===== config.mk =====
export PLATFORM = sky130hd
export DESIGN_NAME = cache_fill_fsm
export DESIGN_NICKNAME = d
export VERILOG_FILES = /design/src/rtl/cache_fill_fsm.sv
export SDC_FILE = /design/constraint.sdc
export NUM_CORES = 1
export LEC_CHECK = 0
export CAP_MARGIN = 0
export CORE_ASPECT_RATIO = 1.1
export CORE_MARGIN = 2
export CORE_UTILIZATION = 42
export DETAILED_ROUTE_END_ITERATION = 7
export GPL_ROUTABILITY_DRIVEN = 0
export GPL_TIMING_DRIVEN = 0
export PLACE_DENSITY = 0.77
export SYNTH_ARGS = -nofsm -noshare
export SYNTH_HDL_FRONTEND = slang
export SYNTH_SLANG_ARGS = --single-unit

===== constraint.sdc =====
create_clock -name clk -period 1.84 [get_ports clk]
set_input_delay 0.368 -clock clk [delete_from_list [all_inputs] [get_ports clk]]
set_output_delay 0.368 -clock clk [all_outputs]
set_load 0.02 [all_outputs]

===== src/rtl/cache_fill_fsm.sv =====
// Cache block fill sequencer: on a tag miss, issues one read per word of the
// block, writes each returned word into the data array in arrival order, and
// writes the tag/valid bit together with the last word.
module cache_fill_fsm #(
  parameter int BLOCK_WORDS = 8,
  parameter int ADDR_W      = 16
) (
  input  logic              clk,
  input  logic              rst_n,
  input  logic              miss_detected,
  input  logic [ADDR_W-1:0] miss_address,
  input  logic              memory_data_valid,
  output logic              fsm_busy,
  output logic              mem_rd_en,
  output logic [ADDR_W-1:0] memory_address,
  output logic              write_data_array,
  output logic [2:0]        data_word_sel,
  output logic              write_tag_array
);

  localparam int WSEL_W = $clog2(BLOCK_WORDS);   // word index width
  localparam int OFF_W  = WSEL_W + 1;            // byte offset within a block
  localparam int CNT_W  = WSEL_W + 1;            // issue count must reach BLOCK_WORDS
  localparam logic [CNT_W-1:0]  CNT_FULL  = CNT_W'(BLOCK_WORDS);
  localparam logic [WSEL_W-1:0] LAST_WORD = WSEL_W'(BLOCK_WORDS - 1);

  typedef enum logic {S_IDLE, S_FILL} state_t;

  state_t             r_state, w_state_nxt;
  logic [ADDR_W-1:0]  r_base, w_base_nxt;
  logic [CNT_W-1:0]   r_issue_cnt, w_issue_nxt;
  logic [WSEL_W-1:0]  r_rx_cnt, w_rx_nxt;

  // State, block base and the two independent counters (requests issued,
  // words received); issue and return are decoupled so any latency works.
  always_ff @(posedge clk or negedge rst_n) begin
    if (!rst_n) begin
      r_state     <= S_IDLE;
      r_base      <= '0;
      r_issue_cnt <= '0;
      r_rx_cnt    <= '0;
    end else begin
      r_state     <= w_state_nxt;
      r_base      <= w_base_nxt;
      r_issue_cnt <= w_issue_nxt;
      r_rx_cnt    <= w_rx_nxt;
    end
  end

  // Next-state and outputs; every output is forced low while reset is held,
  // since busy also depends combinationally on miss_detected.
  always_comb begin
    w_state_nxt      = r_state;
    w_base_nxt       = r_base;
    w_issue_nxt      = r_issue_cnt;
    w_rx_nxt         = r_rx_cnt;
    fsm_busy         = 1'b0;
    mem_rd_en        = 1'b0;
    memory_address   = '0;
    write_data_array = 1'b0;
    data_word_sel    = '0;
    write_tag_array  = 1'b0;

    case (r_state)
      S_IDLE: begin
        // Stall the CPU in the miss cycle itself; returns here are ignored.
        if (miss_detected) begin
          fsm_busy    = 1'b1;
          w_state_nxt = S_FILL;
          w_base_nxt  = {miss_address[ADDR_W-1:OFF_W], {OFF_W{1'b0}}};
          w_issue_nxt = '0;
          w_rx_nxt    = '0;
        end
      end
      S_FILL: begin
        fsm_busy = 1'b1;
        // Issue counter saturates at BLOCK_WORDS, which idles the read port.
        if (r_issue_cnt < CNT_FULL) begin
          mem_rd_en      = 1'b1;
          memory_address = {r_base[ADDR_W-1:OFF_W], r_issue_cnt[WSEL_W-1:0], 1'b0};
          w_issue_nxt    = r_issue_cnt + 1'b1;
        end
        // Words arrive in request order, so rx_cnt is the word index.
        if (memory_data_valid) begin
          write_data_array = 1'b1;
          data_word_sel    = r_rx_cnt;
          w_rx_nxt         = r_rx_cnt + 1'b1;
          if (r_rx_cnt == LAST_WORD) begin
            write_tag_array = 1'b1;
            w_state_nxt     = S_IDLE;
          end
        end
      end
      default: w_state_nxt = S_IDLE;
    endcase

    if (!rst_n) begin
      fsm_busy         = 1'b0;
      mem_rd_en        = 1'b0;
      memory_address   = '0;
      write_data_array = 1'b0;
      data_word_sel    = '0;
      write_tag_array  = 1'b0;
    end
  end

endmodule

Word-level counts from Yosys, hierarchy flattened:

Index checks and enable logic that the tools add are counted.

* add/subtract/negate cells: 2
* magnitude comparators: 1
* equal/unequal tests: 4
* mux-type cells: 28
* bitwise gates (word level): 1
* reduce and logical (&&, ||, !) cells: 3

Operator list (count)
* $mux 16: 3
* $mux 3: 5
* $mux 1: 14
* $mux 4: 2
* $pmux 4 s2: 1
* $pmux 3 s2: 1
* $reduce_and 2->1: 3
* $add 4x1->4 const B: 1
* $lt 4x4->1 const B: 1
* $ne 2x2->1 const B: 2
* $pmux 1 s2: 2
* $add 3x1->3 const B: 1
* $eq 3x3->1 const B: 1
* $ne 2x1->1 const B: 1
* $not 1->1: 1

* register bits: 20
* input bits: 20
* output and inout port bits: 23
* word-level logic and storage cells: 43

Depth between registers and ports, before layout:

* word-level depth: 5
* depth in mapped cells: 4
* gate-level depth less buffers: 4

Worst setup path before layout:

Ideal clock, no wire load.

* kind: reg-to-output
* start: reg r_state
* end: out memory_address[10]
* data arrival time: 1.064 ns
* data required time: 1.472 ns
* setup slack: 0.408 ns
* cell stages (with the launch flop): 5
* buffers on the path: 1
* cell sequence: dfrtp_1 > nand2_2 > nor2_2 > buf_4 > and2_1

* word-level cells in the longest chain between the ends: 2

Ends and longest elaborated chain
* from (decl): line 29 `state_t r_state, w_state_nxt;`
* from (signal assigned): line 43 `r_state <= w_state_nxt;`
* $mux 16: line 64 `case (r_state)`
* $mux 16: line 97 `if (!rst_n) begin`
* to (decl): line 15 `output logic [ADDR_W-1:0] memory_address,`

Every way passes these cells.

Worst setup path in the final report:

* start: reg r_issue_cnt[3]
* end: out memory_address[3]

* word-level cells in the longest chain between the ends: 4

Ends and longest elaborated chain
* from (decl): line 31 `logic [CNT_W-1:0] r_issue_cnt, w_issue_nxt;`
* from (signal assigned): line 45 `r_issue_cnt <= w_issue_nxt;`
* $lt 4x4->1: line 78 `if (r_issue_cnt < CNT_FULL) begin`
* $mux 16: line 78
* $mux 16: line 64
* $mux 16: line 97

Every way passes these cells.

==> flow_summary.json <==
{
  "run_status": "completed",
  "cp-endpoint": "memory_address[3]",
  "avgSynthCellArea_um2": 12.0,
  "routedWlPerCell_um": 13.1,
  "critPathRequiredTime_ns": 1.47,
  "row_count": 18,
  "yosys_warnings": 0,
  "grt_pass1_wl_um": 3530,
  "hold_viol": 0,
  "worst-setup-path-type": "flop to output port",
  "endpoint_kind": "output port",
  "initial_core_util_pct": 45.5,
  "cts_root_buffer": "clkbuf_4",
  "cp.arrival_ns": 1.41,
  "crit_start": "r_issue_cnt[3]",
  "seq_area_um2": 503,
  "design_area_um2": 1490,
  "final.period_utilization_pct": 96.8,
  "cp-start-kind": "flop",
  "finalSetupViolations": 0,
  "grt_use_met2_pct": 26.6,
  "netlist_instances": 87,
  "track_usage_pct": 15.7,
  "busiest_layer": "met2",
  "n_antenna_cell": 0,
  "dieArea_um2": 2900,
  "relSlewSlack_pct": 40.8,
  "layout_common_cells": "dfrtp_1 (18), and2_1 (16), buf_2 (14)",
  "nets": 157,
  "reg2regPathDepth": 4,
  "met1_usage_pct": 20.1,
  "syn_area_um2": 1040,
  "synthToLayoutAreaGrowth_pct": 42.2,
  "worst_slack_ns": 0.0595,
  "dpl_cell_area_um2": 1450,
  "ir_drop_mv": 0.873,
  "grt_pass1_vias": 805,
  "synth_cell_type_count": 27,
  "grt_max_degree": 21,
  "critical-path-max-stage-delay_ns": 0.45,
  "finalPower_mw": 2.04,
  "final_max_slew_viol_count": 0,
  "multi_input_area_um2": 515,
  "layout_commonest_cell": "dfrtp_1",
  "ys_top_cells_by_area": "dfrtp_1 (48%), mux2_4 (13%), and2_1 (9.6%)",
  "drc_errors": 0,
  "period_needed_ns": 1.78,
  "syn-num-nets": 110,
  "min_path_type": "flop to flop",
  "antenna_found_initial": 0,
  "die_y_um": 56.3,
  "crit_chain": "buf_4, nor3_1, dlygate4sd2_1",
  "yosysSeqAreaShare_pct": 47.9,
  "wl_um": 2130,
  "h-tree-depth": 1,
  "clk_pin_slew_worst_paths_ns": 0.12,
  "first_pass_iters": 2,
  "cts_buffer_depth": 2,
  "cts_tree": "built",
  "r2r_end": "r_rx_cnt[2]",
  "critPathMaxFanout": 3,
  "worst_pin_slew_ns": 0.884,
  "core_um2": 2300,
  "drive_gt1_share_pct": 36.8,
  "r2r_slack_ns": 0.43,
  "die-width_um": 51.6,
  "post-synth-top-area-cell": "dfrtp_1",
  "placedCellCount": 154,
  "skew_ns": 0.00556,
  "numCtsBuffers": 3,
  "ys_ff_latch": 20,
  "cellPowerDensity_nw_per_um2": 1370,
  "grt_util_met3_pct": 4.52,
  "clock_latency_ns": 0.30,
  "place_ws_ns": -1.36,
  "leakagePower_nw": 0.735,
  "fin_util_pct": 64.7,
  "cpLargestDelayFamily": "buffers and inverters",
  "crit_buf_inv": 2,
  "n_fill_cell": 195,
  "drt-initial-drc-count": 5,
  "rsz0062_at_grt": "no",
  "io_pins": 43,
  "path_depth": 3,
  "reg2reg_from": "r_rx_cnt[0]",
  "yosys.area.top_type_share_pct": 47.9,
  "via_per_inst": 4.87,
  "max_freq_mhz": 562,
  "port_buffers": 37,
  "grt.overflow.total": 0,
  "critPathSlowestCell": "dfrtp_2",
  "vias": 794,
  "dp_hpwl_um": 1560,
  "clock_sinks": 20,
  "fin_cells": 163,
  "drv_cap": 0,
  "worstHoldStart": "r_base[14]",
  "final_antenna_net_count": 0
}
-- cell usage after synthesis, drive strengths merged --
cell,instances
o21ai,2
a31oi,1
inv,2
and3,2
nor3,2
nand2,5
buf,4
a32o,1
nor2,3
nand2b,2
a22o,1
o22ai,1
and2,16
mux2,13
a41oi,1
a21oi,2
nor2b,3
conb,1
dfrtp,20
ha,3
mux2i,2
-- flip-flops by register name (all words and copies together), names as in the netlist --
signal,count
r_state,1
r_base,12
r_issue_cnt,4
r_rx_cnt,3
-- through the flow --
step / hold WS [ns] / TNS [ns]
detailed placement: 0.487 / -26.79
CTS: 0.488 / 0
floorplan: 0.0724 / 0
global route: 0.532 / 0
global placement: 0.481 / -26.19
finish: 0.517 / 0
-- power breakdown --
part	internal [mW]	leakage (nW)	switching, mW
Combinational	0.496	0.469	0.400
Clock	0.220	0.0279	0.138
Sequential	0.651	0.238	0.135
-- layer usage --
metal  wire length, um  share of wire [%]
met5                 0                  0
met4                 0                  0
met3               205                9.6
met2              1040                 49
met1               880                 41
-- area by class of cell --
cell class	instances	area share (%)
clock buffer	3	1.52
inverter	2	0.505
clock inverter	1	2.02
tap	30	2.53
timing repair buffer	42	22.1
sequential	20	33.9
multi-input combinational	61	34.7
buffer	4	2.78
-- kinds of logic after synthesis --
logic type                 synth area share, %
buffers and inverters                     4.31
adders and majority gates                 3.59
muxes                                     19.2
DFF                                       47.9
AOI/OAI and AO/OA                         5.75
and+or+nand+nor                           18.9
other                                    0.359
-- worst min path at each step --
stage | to | slack [ns] | depth (start not counted)
2_1_floorplan | r_base[10] | 0.07 | 0
3_3_place_gp | r_base[6] | 0.48 | 1
3_5_place_dp | r_base[13] | 0.49 | 1
4_1_cts | r_state | 0.49 | 2
5_1_grt | r_base[13] | 0.53 | 1
6_report | r_base[14] | 0.52 | 1
-- timing repair --
action | 4_1_cts | 5_1_grt
hold buffers | 1 | 0
resized for setup | 69 | 18
setup buffers | 3 | 1
endpoints found under the setup margin | 22 | 16
pin swaps | 0 | 1
endpoints found under the hold margin | 20 | 0
No activity file was read; power rests on OpenSTA's default activity.
